$ cat src/rtl/ifu_axi_fetch_if.sv
// rtl/ifu_axi_fetch_if.sv - PC, AXI4-Lite read and decoder handshake bundle for ifu_axi_fetch
interface ifu_axi_fetch_if #(
    parameter int PC_W   = 32,
    parameter int INST_W = 32,
    parameter int CNT_W  = 32
);
    logic [PC_W-1:0]   pc_i;
    logic              pc_valid_i;
    logic              pc_ready_o;
    logic [PC_W-1:0]   araddr_o;
    logic              arvalid_o;
    logic              arready_i;
    logic [INST_W-1:0] rdata_i;
    logic [1:0]        rresp_i;
    logic              rvalid_i;
    logic              rready_o;
    logic [INST_W-1:0] inst_o;
    logic [PC_W-1:0]   pc_o;
    logic              inst_valid_o;
    logic              inst_ready_i;
    logic [1:0]        err_o;
    logic [CNT_W-1:0]  fetch_cnt_o;

    // master: the fetch unit itself (it is the AXI read master)
    modport master (
        input  pc_i, pc_valid_i, arready_i, rdata_i, rresp_i, rvalid_i, inst_ready_i,
        output pc_ready_o, araddr_o, arvalid_o, rready_o, inst_o, pc_o, inst_valid_o,
               err_o, fetch_cnt_o
    );

    // slave: PC unit, instruction memory and decoder seen together
    modport slave (
        output pc_i, pc_valid_i, arready_i, rdata_i, rresp_i, rvalid_i, inst_ready_i,
        input  pc_ready_o, araddr_o, arvalid_o, rready_o, inst_o, pc_o, inst_valid_o,
               err_o, fetch_cnt_o
    );
endinterface

$ cat src/rtl/ifu_axi_fetch.sv
// rtl/ifu_axi_fetch.sv - single-outstanding AXI4-Lite instruction fetch stage with one-entry hold
module ifu_axi_fetch #(
    parameter int                PC_W     = 32,
    parameter int                INST_W   = 32,
    parameter logic [INST_W-1:0] NOP_INST = INST_W'(32'h0000_0013),
    parameter int                CNT_W    = 32
) (
    input  logic       clk_i,
    input  logic       rst_i,
    ifu_axi_fetch_if.master bus
);
    typedef enum logic [1:0] {
        IDLE = 2'd0,
        ADDR = 2'd1,
        DATA = 2'd2,
        HOLD = 2'd3
    } state_t;

    state_t            state;
    logic [PC_W-1:0]   araddr_q;
    logic              arvalid_q;
    logic              rready_q;
    logic [INST_W-1:0] inst_q;
    logic [PC_W-1:0]   pc_q;
    logic              inst_valid_q;
    logic [1:0]        err_q;
    logic [CNT_W-1:0]  fetch_cnt_q;

    logic pc_ready;
    logic pc_accept;
    logic misaligned;

    // A held instruction being accepted frees the slot in the same cycle.
    assign pc_ready   = (state == IDLE) || ((state == HOLD) && bus.inst_ready_i);
    assign pc_accept  = bus.pc_valid_i && pc_ready;
    assign misaligned = |bus.pc_i[1:0];

    always_ff @(posedge clk_i) begin
        if (!rst_i) begin
            state        <= IDLE;
            araddr_q     <= '0;
            arvalid_q    <= 1'b0;
            rready_q     <= 1'b0;
            inst_q       <= NOP_INST;
            pc_q         <= '0;
            inst_valid_q <= 1'b0;
            err_q        <= 2'b00;
            fetch_cnt_q  <= '0;
        end else begin
            case (state)
                ADDR: begin
                    if (bus.arready_i) begin
                        arvalid_q <= 1'b0;
                        rready_q  <= 1'b1;
                        state     <= DATA;
                    end
                end
                DATA: begin
                    if (bus.rvalid_i) begin
                        rready_q     <= 1'b0;
                        inst_valid_q <= 1'b1;
                        state        <= HOLD;
                        if (bus.rresp_i != 2'b00) begin
                            inst_q <= NOP_INST;
                            err_q  <= 2'b10;
                        end else begin
                            inst_q <= bus.rdata_i;
                            err_q  <= 2'b00;
                        end
                    end
                end
                HOLD: begin
                    if (bus.inst_ready_i) begin
                        fetch_cnt_q  <= fetch_cnt_q + CNT_W'(1);
                        inst_valid_q <= 1'b0;
                        inst_q       <= NOP_INST;
                        err_q        <= 2'b00;
                        state        <= IDLE;
                    end
                end
                default: ;
            endcase

            // Capturing a new PC overrides the HOLD->IDLE fall-back above.
            if (pc_accept) begin
                araddr_q <= bus.pc_i;
                pc_q     <= bus.pc_i;
                inst_q   <= NOP_INST;
                if (misaligned) begin
                    state        <= HOLD;
                    inst_valid_q <= 1'b1;
                    err_q        <= 2'b01;
                end else begin
                    state        <= ADDR;
                    arvalid_q    <= 1'b1;
                    inst_valid_q <= 1'b0;
                    err_q        <= 2'b00;
                end
            end
        end
    end

    assign bus.pc_ready_o   = pc_ready;
    assign bus.araddr_o     = araddr_q;
    assign bus.arvalid_o    = arvalid_q;
    assign bus.rready_o     = rready_q;
    assign bus.inst_o       = inst_q;
    assign bus.pc_o         = pc_q;
    assign bus.inst_valid_o = inst_valid_q;
    assign bus.err_o        = err_q;
    assign bus.fetch_cnt_o  = fetch_cnt_q;
endmodule

$ cat src/flat_wrapper.sv
// flat-port wrapper written by rule: the top's interface ports become plain ports
module ifu_axi_fetch_flat 
#(
    parameter int                PC_W     = 32,
    parameter int                INST_W   = 32,
    parameter logic [INST_W-1:0] NOP_INST = INST_W'(32'h0000_0013),
    parameter int                CNT_W    = 32
)
  (clk_i, rst_i, bus_pc_i, bus_pc_valid_i, bus_arready_i, bus_rdata_i, bus_rresp_i, bus_rvalid_i, bus_inst_ready_i, bus_pc_ready_o, bus_araddr_o, bus_arvalid_o, bus_rready_o, bus_inst_o, bus_pc_o, bus_inst_valid_o, bus_err_o, bus_fetch_cnt_o);
  ifu_axi_fetch_if #(.PC_W(PC_W), .INST_W(INST_W), .CNT_W(CNT_W)) bus_i ();
  input  logic clk_i;
  input  logic rst_i;
  input wire logic [$bits(bus_i.pc_i)-1:0] bus_pc_i;
  input wire logic [$bits(bus_i.pc_valid_i)-1:0] bus_pc_valid_i;
  input wire logic [$bits(bus_i.arready_i)-1:0] bus_arready_i;
  input wire logic [$bits(bus_i.rdata_i)-1:0] bus_rdata_i;
  input wire logic [$bits(bus_i.rresp_i)-1:0] bus_rresp_i;
  input wire logic [$bits(bus_i.rvalid_i)-1:0] bus_rvalid_i;
  input wire logic [$bits(bus_i.inst_ready_i)-1:0] bus_inst_ready_i;
  output wire logic [$bits(bus_i.pc_ready_o)-1:0] bus_pc_ready_o;
  output wire logic [$bits(bus_i.araddr_o)-1:0] bus_araddr_o;
  output wire logic [$bits(bus_i.arvalid_o)-1:0] bus_arvalid_o;
  output wire logic [$bits(bus_i.rready_o)-1:0] bus_rready_o;
  output wire logic [$bits(bus_i.inst_o)-1:0] bus_inst_o;
  output wire logic [$bits(bus_i.pc_o)-1:0] bus_pc_o;
  output wire logic [$bits(bus_i.inst_valid_o)-1:0] bus_inst_valid_o;
  output wire logic [$bits(bus_i.err_o)-1:0] bus_err_o;
  output wire logic [$bits(bus_i.fetch_cnt_o)-1:0] bus_fetch_cnt_o;
  assign bus_i.pc_i = bus_pc_i;
  assign bus_i.pc_valid_i = bus_pc_valid_i;
  assign bus_i.arready_i = bus_arready_i;
  assign bus_i.rdata_i = bus_rdata_i;
  assign bus_i.rresp_i = bus_rresp_i;
  assign bus_i.rvalid_i = bus_rvalid_i;
  assign bus_i.inst_ready_i = bus_inst_ready_i;
  assign bus_pc_ready_o = bus_i.pc_ready_o;
  assign bus_araddr_o = bus_i.araddr_o;
  assign bus_arvalid_o = bus_i.arvalid_o;
  assign bus_rready_o = bus_i.rready_o;
  assign bus_inst_o = bus_i.inst_o;
  assign bus_pc_o = bus_i.pc_o;
  assign bus_inst_valid_o = bus_i.inst_valid_o;
  assign bus_err_o = bus_i.err_o;
  assign bus_fetch_cnt_o = bus_i.fetch_cnt_o;
  ifu_axi_fetch #(.PC_W(PC_W), .INST_W(INST_W), .NOP_INST(NOP_INST), .CNT_W(CNT_W)) u_core (.clk_i(clk_i), .rst_i(rst_i), .bus(bus_i));
endmodule
$ cat config.mk
export PLATFORM = sky130hd
export DESIGN_NAME = ifu_axi_fetch_flat
export DESIGN_NICKNAME = d
export VERILOG_FILES = /design/src/rtl/ifu_axi_fetch_if.sv /design/src/rtl/ifu_axi_fetch.sv /design/src/flat_wrapper.sv
export SDC_FILE = /design/constraint.sdc
export NUM_CORES = 1
export LEC_CHECK = 0
export BUFFER_PORTS_ARGS = -buffer_cell sky130_fd_sc_hd__buf_2
export CAP_MARGIN = 20
export CORE_UTILIZATION = 27
export DETAILED_ROUTE_END_ITERATION = 10
export SYNTH_ARGS = -nofsm -noshare
export SYNTH_HDL_FRONTEND = slang
export SYNTH_SLANG_ARGS = --single-unit
$ cat constraint.sdc
create_clock -name clk_i -period 2.75 [get_ports clk_i]
set_clock_uncertainty 0.2 [all_clocks]
set_input_delay 0.1375 -clock clk_i [delete_from_list [all_inputs] [get_ports clk_i]]
set_output_delay 0.1375 -clock clk_i [all_outputs]
set_load 0.005 [all_outputs]
==> impl_metrics.csv <==
group,metric,value,unit
sta,slew_headroom,59.98,%
sta,maxSlewViolCount,0,
floorplan,die_area,16360,um^2
layout,nNetsFinal,809,
yosys,syn_nets,577,
drt,drtIter0Drc,156,
floorplan,rows,45,
global_routing,grtUsageTotal,15.25,%
setup_path,r2r_slack,0.44,ns
cts,cts_resized,0,
sta,fmax,428.3,MHz
yosys,ys_types,44,
cts,h-tree-depth,3,
cts,cts_tree,"yes",
yosys,synth-seq-area-share,48.16,%
layout,areaGrowthSynthToFinish,46.93,%
yosys,synth_top_area_cell,"dfxtp_1",
yosys,synth_edf_count,0,
yosys,synth-seq-cells,103,
setup_path,r2r-end,"u_core.bus.inst_o[0]",
cts,hold_buffers,72,
floorplan,die_w,127.9,um
sta,fin_crit,2.335,ns
yosys,synth_ff_type,"dfxtp_1",
outcome,status,"finished, final reports clean",
floorplan,pin_count,206,
sta,worst_pin_slew,0.6003,ns
cts,path_clk_slew,0.07,ns
cts,numCtsBuffers,9,
global_routing,grt_start_max_net_pins,48,
drt,wl_per_cell,13.12,um
place,post_dp_cell_area,5290,um^2
place,place_hpwl,8154,um
drt,num_vias,4410,
sta,rsz0062_at_grt,"false",
yosys,syn_inst,504,
yosys,synthArstFlopShare,0,%
drt,drt_wl_total,12490,um
drt,vias_per_cell,4.632,
sta,finalHoldViolCount,0,
global_routing,grt_antenna_before_repair,0,
yosys,yosys_warnings,0,
power_and_ir_drop,p_per_area,521.4,nW/um^2
place,io_buffer_count,205,
setup_path,worst-path-max-fanout,36,
global_routing,grt_pass1_wl,19800,um
worst_hold_path,hp-class,"in -> reg",
yosys,synth_area,4282,um^2
power_and_ir_drop,power_leakage,2.780,nW
drt,drc,0,
yosys,netlist_top_cells_area,"dfxtp_1 (48%), a21oi_1 (7.0%), nand2_1 (6.8%), buf_4 (5.6%), a22oi_1 (5.1%)",
layout,num_antenna_cells,0,
setup_path,end_kind,"flip-flop",
layout,drive_gt1_share,32.52,%
job,maxCapViolations,0,
drt,drt_first_pass_iters,4,
setup_path,cp-endpoint,"u_core.bus.inst_o[0]",
floorplan,initial_utilization,27.96,%
global_routing,grt_overflow,0,
yosys,synth_commonest_cells,"dfxtp_1 (103), nand2_1 (78), a21oi_1 (60)",
sta,tns,0,ns
cts,clock_path_buffers,2,
layout,postLayoutCellArea,6291,um^2
cts,cts.sinks,103,
floorplan,core_area,15310,um^2
global_routing,grt_pass1_vias,4042,
cts,ctsRootBufferMaster,"clkbuf_16",
setup_path,worst-setup-path-type,"in -> reg",
yosys,synthMostInstantiatedCell,"dfxtp_1",
setup_path,timing.rr.start,"u_core.state[0]",
cts,post-cts-setup-buffers,0,
drt,ant_nets,0,
setup_path,ff2ff_path_depth,6,
setup_path,arrival,2.37,ns
power_and_ir_drop,peakVddDrop,0.0002824,V
place,gp_congestion,0.7478,
floorplan,dieHeight,127.9,um
sta,setup_violations,0,
yosys,syn_avg_cell_area,8.495,um^2
setup_path,startpoint,"bus_inst_ready_i",
setup_path,cp.required,2.79,ns
cts,clk_latency,0.35,ns
setup_path,crit_path_start_kind,"primary input",
layout,nFillCells,1551,
yosys,synth_top_area_share,48.16,%
sta,min_period_over_period,84.90,%
layer usage:
layer / global-route usage [%] / vias up / wire (um)
li1: - / 2222 / -
met1: 17.90 / 2002 / 5426
met2: 25.61 / 165 / 5906
met3: 4.591 / 21 / 863
met4: 6.851 / 0 / 289
met5: 0 / - / 0
stage by stage:
step	std cells	power, mW	utilization, %	hold slack (ns)	setup slack (ns)
after floorplan	504	1.849	-	0.009332	0.6794
after global placement	864	2.004	34.54	0.1674	0.6176
after detailed placement	864	2.004	34.54	0.1698	0.5898
after CTS	952	3.329	41.08	0.01656	0.4388
after global routing	952	3.447	41.08	0.05799	0.2820
final	952	3.280	41.08	0.02799	0.4153
worst max-delay path, cell delays in order:
cell           delay (ns)
dlygate4sd3_1        0.53
buf_2                0.17
and3_1               0.28
o21ai_4              0.16
buf_4                0.37
nand3_1              0.13
dlygate4sd3_1        0.58
worst min-delay path by stage:
stage                           endpoint  slack (ns)           start  depth (start not counted)
global route         u_core.bus.err_o[1]        0.06  bus_rresp_i[1]                          5
floorplan           u_core.bus.inst_o[0]       0.009           rst_i                          1
global placement    u_core.bus.inst_o[4]        0.17  bus_rdata_i[4]                          3
CTS                  u_core.bus.err_o[1]        0.02  bus_rresp_i[0]                          5
detailed placement  u_core.bus.inst_o[4]        0.17  bus_rdata_i[4]                          3
finish               u_core.bus.err_o[1]        0.03  bus_rresp_i[0]                          5
report_power, final:
| group | internal (mW) | switching, mW |
|---|---|---|
| registers | 1.54 | 0.0350 |
| clock network | 0.624 | 0.609 |
| logic | 0.229 | 0.238 |
| total | 2.40 | 0.882 |
kinds of logic after synthesis:
logic type	share of synthesized area (%)
mux	0.4676
xor+xnor	2.250
fa+ha+maj	0.2922
simple gates	21.98
compound gates	17.62
buf+inv	9.234
flops	48.16
layout by cell type, fill, tap and decap left out, drive strengths merged, types with 12 or more instances in the layout:
cell and count:
a21oi 60, dlygate4sd3 72, o31ai 14, buf 215, or4 15, a22oi 29, nand2 78, nand4 12
nand3 14, nor2 46, dfxtp 103
final cells by class:
cell class | instances | area [um^2] | area share, %
Tap cell | 211 | 264.0 | 4.196
Clock inverter | 7 | 55.05 | 0.8751
Multi-Input combinational cell | 331 | 1836 | 29.18
Timing Repair Buffer | 287 | 1834 | 29.16
Clock buffer | 9 | 225.2 | 3.580
Inverter | 4 | 15.01 | 0.2387
Sequential cell | 103 | 2062 | 32.78
registers in the layout (all words and copies together) (netlist names):
register,count
u_core.state,2
u_core.bus.rready_o,1
u_core.bus.fetch_cnt_o,32
u_core.bus.inst_valid_o,1
u_core.bus.inst_o,32
u_core.bus.araddr_o,32
u_core.bus.err_o,2
u_core.bus.arvalid_o,1
(Power assumes the default switching activity.)
